File: config.mk
export PLATFORM = sky130hd
export DESIGN_NAME = mul_div_unit_flat
export DESIGN_NICKNAME = d
export VERILOG_FILES = /design/src/rtl/mul_div_unit_pkg.sv /design/src/rtl/mul_div_unit_if.sv /design/src/rtl/mul_div_unit_div_iter.sv /design/src/rtl/mul_div_unit.sv /design/src/flat_wrapper.sv
export SDC_FILE = /design/constraint.sdc
export NUM_CORES = 2
export LEC_CHECK = 0
export CAP_MARGIN = 20
export CORE_MARGIN = 8
export CORE_UTILIZATION = 65
export DETAILED_ROUTE_END_ITERATION = 10
export DONT_BUFFER_PORTS = 1
export PLACE_DENSITY = 0.9
export SLEW_MARGIN = 0
export SYNTH_ARGS = -nofsm -noshare
export SYNTH_HDL_FRONTEND = slang
export SYNTH_HIERARCHICAL = 1
export SYNTH_SLANG_ARGS = --single-unit
File: constraint.sdc
create_clock -name clk -period 19.65 [get_ports clk]
set_clock_uncertainty 0.15 [all_clocks]
set_input_delay 5.895 -clock clk [delete_from_list [all_inputs] [get_ports clk]]
set_output_delay 5.895 -clock clk [all_outputs]
set_load 0.03 [all_outputs]
File: src/rtl/mul_div_unit_pkg.sv
// Shared definitions for the RV32M multiply/divide unit: operand width,
// funct3 op codes and FSM state encoding.
package mul_div_unit_pkg;

  localparam int DATA_W = 32;

  localparam logic [2:0] F3_MUL    = 3'd0;
  localparam logic [2:0] F3_MULH   = 3'd1;
  localparam logic [2:0] F3_MULHSU = 3'd2;
  localparam logic [2:0] F3_MULHU  = 3'd3;
  localparam logic [2:0] F3_DIV    = 3'd4;
  localparam logic [2:0] F3_DIVU   = 3'd5;
  localparam logic [2:0] F3_REM    = 3'd6;
  localparam logic [2:0] F3_REMU   = 3'd7;

  typedef enum logic [1:0] {
    ST_IDLE = 2'd0,
    ST_MUL  = 2'd1,
    ST_DIV  = 2'd2,
    ST_DONE = 2'd3
  } state_t;

  // Two's-complement negate when neg is set; used for magnitudes and sign fix-up.
  function automatic logic [DATA_W-1:0] neg_if(input logic [DATA_W-1:0] v, input logic neg);
    return neg ? (~v + 1'b1) : v;
  endfunction

endpackage

File: src/rtl/mul_div_unit_if.sv
// Pipeline-facing bundle of the multiply/divide unit.
interface mul_div_unit_if #(
  parameter int XLEN = 32
);
  // start is held high by EX until done pulses; stall = start & ~done & ~flush.
  // The op is taken on the first IDLE cycle with start=1 and flush=0, and
  // result is valid only in the single cycle where done=1.
  logic            start;
  logic [2:0]      funct3;
  logic [XLEN-1:0] rs1_data;
  logic [XLEN-1:0] rs2_data;
  logic            flush;
  logic [XLEN-1:0] result;
  logic            done;
  logic            busy;
  logic            stall;

  modport master (
    output start, funct3, rs1_data, rs2_data, flush,
    input  result, done, busy, stall
  );

  modport slave (
    input  start, funct3, rs1_data, rs2_data, flush,
    output result, done, busy, stall
  );

endinterface

File: src/rtl/mul_div_unit_div_iter.sv
// Iterative restoring divider: magnitudes in, one quotient bit per step,
// signed fix-up applied to the final step's values.
module div_iter
  import mul_div_unit_pkg::*;
(
  input  logic              clk,
  input  logic              rst_n,
  input  logic              clear,
  input  logic              load,
  input  logic              step,
  input  logic [DATA_W-1:0] dividend,
  input  logic [DATA_W-1:0] divisor,
  input  logic              is_signed,
  input  logic              want_rem,
  output logic              last,
  output logic [DATA_W-1:0] result
);

  logic [DATA_W-1:0] rem_q, quo_q, dvs_q;
  logic [5:0]        cnt_q;
  logic              q_neg_q, r_neg_q, want_rem_q;

  logic [DATA_W:0]   shifted;
  logic              ge;
  logic [DATA_W-1:0] rem_d, quo_d;

  // quo_q starts as the dividend magnitude; its MSB shifts into the remainder each step.
  always_comb begin
    shifted = {rem_q, quo_q[DATA_W-1]};
    ge      = shifted[DATA_W] | (shifted[DATA_W-1:0] >= dvs_q);
    rem_d   = ge ? (shifted[DATA_W-1:0] - dvs_q) : shifted[DATA_W-1:0];
    quo_d   = {quo_q[DATA_W-2:0], ge};
    last    = step & (cnt_q == 6'd31);
    result  = want_rem_q ? neg_if(rem_d, r_neg_q) : neg_if(quo_d, q_neg_q);
  end

  always_ff @(posedge clk or negedge rst_n) begin
    if (!rst_n) begin
      rem_q      <= '0;
      quo_q      <= '0;
      dvs_q      <= '0;
      cnt_q      <= '0;
      q_neg_q    <= 1'b0;
      r_neg_q    <= 1'b0;
      want_rem_q <= 1'b0;
    end else if (clear) begin
      cnt_q <= '0;
    end else if (load) begin
      rem_q      <= '0;
      quo_q      <= neg_if(dividend, is_signed & dividend[DATA_W-1]);
      dvs_q      <= neg_if(divisor, is_signed & divisor[DATA_W-1]);
      q_neg_q    <= is_signed & (dividend[DATA_W-1] ^ divisor[DATA_W-1]);
      r_neg_q    <= is_signed & dividend[DATA_W-1];
      want_rem_q <= want_rem;
      cnt_q      <= '0;
    end else if (step) begin
      rem_q <= rem_d;
      quo_q <= quo_d;
      cnt_q <= last ? 6'd0 : cnt_q + 6'd1;
    end
  end

endmodule

File: src/rtl/mul_div_unit.sv
// RV32M execute-stage unit: two-cycle multiplier, 32-step iterative divider,
// and the IDLE/MUL/DIV/DONE control FSM that stalls the front of the pipe.
module mul_div_unit
  import mul_div_unit_pkg::*;
#(
  parameter int XLEN = DATA_W
) (
  input  logic           clk,
  input  logic           rst_n,
  mul_div_unit_if.slave  bus,
  output state_t         dbg_state
);

  state_t          state_q, state_d;
  logic [XLEN-1:0] a_q, b_q, result_q;
  logic [2:0]      f3_q;
  logic            a_sx_q, b_sx_q;

  logic            accept, is_div_op, div_zero, div_ovf, special, done;
  logic [XLEN-1:0] special_val, mul_val, div_result;
  logic [XLEN:0]   a_ext, b_ext;
  logic [2*XLEN-1:0] a_wide, b_wide, product;
  logic            div_last;

  // Zero divisor and signed overflow resolve without iterating.
  always_comb begin
    is_div_op = bus.funct3[2];
    div_zero  = (bus.rs2_data == '0);
    div_ovf   = ~bus.funct3[0] & (bus.rs1_data == {1'b1, {(XLEN-1){1'b0}}})
              & (bus.rs2_data == '1);
    special   = is_div_op & (div_zero | div_ovf);
    if (div_zero) special_val = bus.funct3[1] ? bus.rs1_data : '1;
    else          special_val = bus.funct3[1] ? '0 : bus.rs1_data;
  end

  always_comb begin
    state_d = state_q;
    accept  = 1'b0;
    case (state_q)
      ST_IDLE: begin
        if (bus.start && !bus.flush) begin
          accept = 1'b1;
          if (!is_div_op)   state_d = ST_MUL;
          else if (special) state_d = ST_DONE;
          else              state_d = ST_DIV;
        end
      end
      ST_MUL:  state_d = ST_DONE;
      ST_DIV:  if (div_last) state_d = ST_DONE;
      ST_DONE: state_d = ST_IDLE;
      default: state_d = ST_IDLE;
    endcase
    if (bus.flush) state_d = ST_IDLE;
  end

  always_ff @(posedge clk or negedge rst_n) begin
    if (!rst_n) state_q <= ST_IDLE;
    else        state_q <= state_d;
  end

  always_ff @(posedge clk or negedge rst_n) begin
    if (!rst_n) begin
      a_q    <= '0;
      b_q    <= '0;
      f3_q   <= '0;
      a_sx_q <= 1'b0;
      b_sx_q <= 1'b0;
    end else if (accept) begin
      a_q    <= bus.rs1_data;
      b_q    <= bus.rs2_data;
      f3_q   <= bus.funct3;
      a_sx_q <= (bus.funct3 == F3_MULH) | (bus.funct3 == F3_MULHSU);
      b_sx_q <= (bus.funct3 == F3_MULH);
    end
  end

  // 33-bit extended operands; sign-extending to 64 bits keeps the low 64 product bits exact.
  always_comb begin
    a_ext   = {a_sx_q & a_q[XLEN-1], a_q};
    b_ext   = {b_sx_q & b_q[XLEN-1], b_q};
    a_wide  = {{(XLEN-1){a_ext[XLEN]}}, a_ext};
    b_wide  = {{(XLEN-1){b_ext[XLEN]}}, b_ext};
    product = a_wide * b_wide;
    mul_val = (f3_q == F3_MUL) ? product[XLEN-1:0] : product[2*XLEN-1:XLEN];
  end

  div_iter u_div_iter (
    .clk       (clk),
    .rst_n     (rst_n),
    .clear     (bus.flush),
    .load      (accept & is_div_op & ~special),
    .step      (state_q == ST_DIV),
    .dividend  (bus.rs1_data),
    .divisor   (bus.rs2_data),
    .is_signed (~bus.funct3[0]),
    .want_rem  (bus.funct3[1]),
    .last      (div_last),
    .result    (div_result)
  );

  // result only changes on the edge that enters DONE, so it holds between completions.
  always_ff @(posedge clk or negedge rst_n) begin
    if (!rst_n)                                          result_q <= '0;
    else if (accept && special)                          result_q <= special_val;
    else if (state_q == ST_MUL && !bus.flush)            result_q <= mul_val;
    else if (state_q == ST_DIV && div_last && !bus.flush) result_q <= div_result;
  end

  assign done       = (state_q == ST_DONE) & ~bus.flush;
  assign bus.done   = done;
  assign bus.result = result_q;
  assign bus.busy   = (state_q != ST_IDLE);
  assign bus.stall  = bus.start & ~done & ~bus.flush;
  assign dbg_state  = state_q;

endmodule

File: src/flat_wrapper.sv
// flat-port wrapper written by rule: the top's interface ports become plain ports
module mul_div_unit_flat import mul_div_unit_pkg::*;
#(
  parameter int XLEN = DATA_W
)
  (clk, rst_n, dbg_state, bus_start, bus_funct3, bus_rs1_data, bus_rs2_data, bus_flush, bus_result, bus_done, bus_busy, bus_stall);
  mul_div_unit_if #(.XLEN(XLEN)) bus_i ();
  input  logic clk;
  input  logic rst_n;
  output state_t dbg_state;
  input wire logic [$bits(bus_i.start)-1:0] bus_start;
  input wire logic [$bits(bus_i.funct3)-1:0] bus_funct3;
  input wire logic [$bits(bus_i.rs1_data)-1:0] bus_rs1_data;
  input wire logic [$bits(bus_i.rs2_data)-1:0] bus_rs2_data;
  input wire logic [$bits(bus_i.flush)-1:0] bus_flush;
  output wire logic [$bits(bus_i.result)-1:0] bus_result;
  output wire logic [$bits(bus_i.done)-1:0] bus_done;
  output wire logic [$bits(bus_i.busy)-1:0] bus_busy;
  output wire logic [$bits(bus_i.stall)-1:0] bus_stall;
  assign bus_i.start = bus_start;
  assign bus_i.funct3 = bus_funct3;
  assign bus_i.rs1_data = bus_rs1_data;
  assign bus_i.rs2_data = bus_rs2_data;
  assign bus_i.flush = bus_flush;
  assign bus_result = bus_i.result;
  assign bus_done = bus_i.done;
  assign bus_busy = bus_i.busy;
  assign bus_stall = bus_i.stall;
  mul_div_unit #(.XLEN(XLEN)) u_core (.clk(clk), .rst_n(rst_n), .bus(bus_i), .dbg_state(dbg_state));
endmodule
======== Word level (Yosys, flattened, before mapping) ========
Cells that the tools add are included.
word-level totals
  flip-flop bits (word level) ............. 208
  input port bits ......................... 71
  output and inout bits ................... 37
  logic and storage cells ................. 103
cells by class
  add/subtract/negate cells ............... 6
  $mul .................................... 1
  order comparisons ....................... 1
  equality and inequality tests ........... 10
  muxes and demuxes ....................... 29
  bitwise operators ....................... 26
  reduce and logical (&&, ||, !) cells .... 16
operators by type and width
  kind                                                   number
  two-way mux 32 bit                                     17
  adder 32 x 1 -> 32 bit, second input constant          4
  inverter 32 bit                                        4
  == test 32 bit, second input constant                  2
  multiplier 33 x 33 -> 64 bit                           1
  >= comparator 32 bit                                   1
  logical NOT 32 bit                                     1
  subtractor 32 bit                                      1
  two-way mux 6 bit                                      4
  AND 1 bit                                              14
  two-way mux 2 bit                                      4
  one-hot mux 2 bit (4 select lines)                     1
  adder 6 x 1 -> 6 bit, second input constant            1
  == test 6 x 5 -> 1 bit, second input constant          1
  inequality test 3 x 2 -> 1 bit, second input constant  2
  AND reduction 2 bit                                    3
  nonzero test 3 bit                                     2
  logical AND 1 bit                                      5
  == test 2 bit, second input constant                   2
  inverter 1 bit                                         4
  nonzero test 2 bit                                     2
  == test 3 x 1 -> 1 bit, second input constant          1
  == test 3 x 2 -> 1 bit, second input constant          1
  logical NOT 3 bit                                      1
  other kinds (6)                                        10

======== Logic depth before layout (Yosys ltp) ========
  depth in word-level cells ............... 10
  gate-level depth with buffers ........... 30

======== Cells and area by module ========
The synthesis kept the hierarchy.
modules (own cells, without submodules)
  module        instances  cells an instance  area an instance (sq um)  sequential area each (sq um)
  mul_div_unit  1          4,856              43,394.1                  2,577.5
  div_iter      1          1,383              10,403.7                  2,627.5

======== Least setup slack after synthesis ========
No wires, ideal clock.
  kind .................................... input to output
  from .................................... input port bus_flush
  to ...................................... output port bus_stall
  arrival time ............................ 6.828 ns
  required time ........................... 13.605 ns
  path slack .............................. 6.777 ns
  cell stages on the path ................. 2
  cells stage by stage .................... clkbuf_1 -> nor3b_1
on the way
  cells in the longest elaborated chain, start to end .. 5
ends and longest elaborated chain
  element                              line                 source
  start: declaration                   flat_wrapper.sv:15   input wire logic [$bits(bus_i.flush)-1:0] bus_flush;
  inverter 1 bit (no source line) (*)  -
  AND 1 bit                            mul_div_unit.sv:109  assign done = (state_q == ST_DONE) & ~bus.flush;
  inverter 1 bit                       mul_div_unit.sv:113  assign bus.stall = bus.start & ~done & ~bus.flush;
  AND 1 bit                            mul_div_unit.sv:113
  AND 1 bit (*)                        mul_div_unit.sv:113
  end: declaration                     flat_wrapper.sv:19   output wire logic [$bits(bus_i.stall)-1:0] bus_stall;
Every way passes the cells marked *; elsewhere a longest branch is shown, timed or not.

======== Worst setup path after layout ========
Ends and elaborated chain as after synthesis.

==> flow_summary.yaml <==
floorplanning:
  core-area_um2: 81980
  row_count: 105
  num_io_pins: 108
  die_x_um: 303.7
  dieArea_um2: 92230
  start_util_pct: 65.62
  fp.dieH_um: 303.7
sta:
  worst_slew_margin_rel_pct: 23.43
  rsz0062_at_grt: "no"
  setup_viol: 0
  post-route-period-util_pct: 64.66
  slew_viol_final: 0
  fin_tns_setup_ns: 0
  worst_pin_slew_ns: 1.149
  max_freq_mhz: 78.70
  finalHoldViolations: 0
  post-route-min-period_ns: 12.71
critical_path:
  required_ns: 13.61
  cp_cell_sequence: "nor3b_1"
  cp_max_fo: 19
  critical_path_class: "input port to primary output"
  crit_start: "bus_flush"
  slowest_stage: "nor3b_1"
  critPathTopFamily: "simple AND/OR/NAND/NOR gates"
  path_buf_inv: 0
  start_kind: "input port"
  max_stage_delay_ns: 0.76
  rr_startpoint: "u_core/a_sx_q$_DFFE_PN0P_"
  arrival_ns: 6.66
  endpoint_kind: "primary output"
synthesis:
  synth.area.mux_share_pct: 0.7163
  netlist_instances: 6239
  yosys_most_used_dff: "dfrtp_1"
  synth_adder_area_share_pct: 47.81
  synth_top_family_by_area: "adder cells"
  synthDistinctLibCells: 95
  synthXorXnorAreaFrac_pct: 3.382
  yosysWarnings: 6
  synth_area_um2: 53800
  synthArstFlopShare_pct: 100.0
  synthSimpleGateAreaFrac_pct: 18.16
  synth_nets: 7690
  ys_seq_area_share_pct: 9.675
  synth-seq-cells: 208
  synth-compound-area-share_pct: 9.575
  avgSynthCellArea_um2: 8.623
  synth-edff-count: 0
grt:
  grt_pass1_vias: 49140
  overflow: 0
  grt_max_degree: 209
  grt_pass1_wl_um: 266900
  grt.total_usage_pct: 36.42
  antenna_found_initial: 13
clock_network:
  max-clock-path-buffers: 3
  cts_buffers: 22
  clkTransAtPathRegs_ns: 0.06
  cts_sinks: 208
  root_buffer: "clkbuf_16"
  htreeDepth: 1
  postCtsHoldBufs: 0
  cts_tree: "yes"
  clk_latency_ns: 0.53
  cts_resized: 0
  postCtsSetupBuffers: 0
layout:
  layout_common_cells: "inv_1 (1170), nand2_1 (1135), fa_1 (1126)"
  final_layout_size_suffix_gt1_share_pct: 3.128
  final_common_cell: "inv_1"
  multi_input_area_um2: 42880
  fillCellCount: 6068
  seqCellArea_um2: 5214
  synthToLayoutAreaGrowth_pct: 2.684
  fin_nets: 7445
hold_path:
  min_from: "u_core/u_div_iter/dvs_q[22]$_DFFE_PN0P_"
  hold_class: "flop to flop"
drt:
  vias: 45810
  detail_route.wl_per_cell_um: 23.90
  ant_nets: 0
  vias_per_cell: 6.464
  wl_um: 169400
  dr.pass1.iters: 9
  drcViolationCount: 0
  first_iter_violations: 6213
run_status:
  status: "completed"
placement:
  place.detailed.hpwl_um: 130600
  port_buffers: 0
  place.gp.congestion: 1.048
job:
  drv_cap: 0
-- routing by layer --
metal,GRT usage [%],part of all wire (%),vias to the layer above
met4,24.45,8.7,4
met2,57.34,45,3644
met5,0,0.014,-
met1,43.87,33,22370
met3,9.889,13,1082
li1,-,-,18710
-- through the flow --
step                      instances  hold slack [ns]  util (%)  worst slack (ns)  area (um^2)
after floorplan                6239           0.2998         -             6.777        53800
after global placement         7040           0.3130     66.41             6.933        54440
after detailed placement       7040           0.3141     66.41             6.925        54440
after CTS                      7080           0.3293     67.36             6.925        55220
after global routing           7080           0.3598     67.36             6.926        55220
final                          7087           0.3336     67.39             6.944        55240
-- sequential cells by signal, summed over array words and instances (netlist names) --
register                      flops
u_core/a_q                       32
u_core/a_sx_q                     1
u_core/b_q                       32
u_core/b_sx_q                     1
u_core/bus.result                32
u_core/dbg_state                  2
u_core/f3_q                       3
u_core/u_div_iter/cnt_q           6
u_core/u_div_iter/dvs_q          32
u_core/u_div_iter/q_neg_q         1
u_core/u_div_iter/quo_q          32
u_core/u_div_iter/r_neg_q         1
u_core/u_div_iter/rem_q          32
u_core/u_div_iter/want_rem_q      1
-- worst paths after layout --
check,depth (start not counted),slack [ns],end
max,1,6.94,bus_stall
min,2,0.33,u_core/u_div_iter/dvs_q[22]$_DFFE_PN0P_
max reg2reg,26,9.80,u_core/bus.result[30]$_DFFE_PN0P_
min reg2reg,2,0.33,u_core/u_div_iter/dvs_q[22]$_DFFE_PN0P_
max in group asynchronous,0,13.95,u_core/u_div_iter/rem_q[27]$_DFFE_PN0P_
min in group asynchronous,0,4.91,u_core/dbg_state[1]$_DFFE_PN0P_
-- cells by family (layout without fill, tap and decap cells) --
kind of cell | after synthesis | count (layout)
other cells | 0 | 7
simple gates | 2087 | 2087
fa+ha+maj | 1380 | 1380
mux | 38 | 38
xor+xnor | 203 | 203
compound gates | 802 | 802
flops | 208 | 208
buf+inv | 1521 | 1292
-- final cells by class --
| cell class | instances | share of cell area [%] |
|---|---|---|
| diodes | 7 | 0.03171 |
| clock buffers | 35 | 1.232 |
| clock inverters | 5 | 0.1880 |
| inverters | 1170 | 7.950 |
| multi-input cells | 4510 | 77.62 |
| flip-flops and latches | 208 | 9.438 |
| well taps | 1070 | 2.423 |
| repair buffers | 82 | 1.114 |
-- synthesized netlist by cell type (all sizes together) (7+ instances only) --
library cell	instances	area share [%]
a211o	8	0.13
a211oi	40	0.58
a21boi	11	0.15
a21o	41	0.57
a21oi	202	1.9
a221oi	8	0.13
a222oi	8	0.15
a22o	9	0.15
a22oi	9	0.13
a311oi	8	0.13
a31oi	25	0.29
and2	378	4.4
and3	45	0.52
and4	7	0.11
buf	28	0.27
clkbuf	323	2.3
dfrtp	208	9.7
fa	1126	42
ha	254	5.9
inv	1170	8.2
mux2i	34	0.63
nand2	1136	7.9
nand2b	18	0.21
nand3	52	0.49
nand4	39	0.45
nor2	196	1.4
nor2b	16	0.19
nor3	58	0.54
nor3b	35	0.50
nor4	31	0.38
o211ai	23	0.33
o21a	23	0.32
o21ai	253	2.4
o21bai	9	0.13
o221ai	7	0.11
o22ai	7	0.081
o311ai	7	0.11
o31ai	34	0.47
o41ai	17	0.31
or2	23	0.27
or3	16	0.19
or4	18	0.27
xnor2	120	2.0
xor2	80	1.3
-- worst min-delay path, delay by kind of cell, from the launching register on --
kind | cells | cell delay, ns
simple gates | 1 | 0.05
flops | 1 | 0.35
compound gates | 1 | 0.06
Power is left out: the tool's default activity adds up to more than one toggle a clock period on the data nets, which glitch-free logic cannot reach.
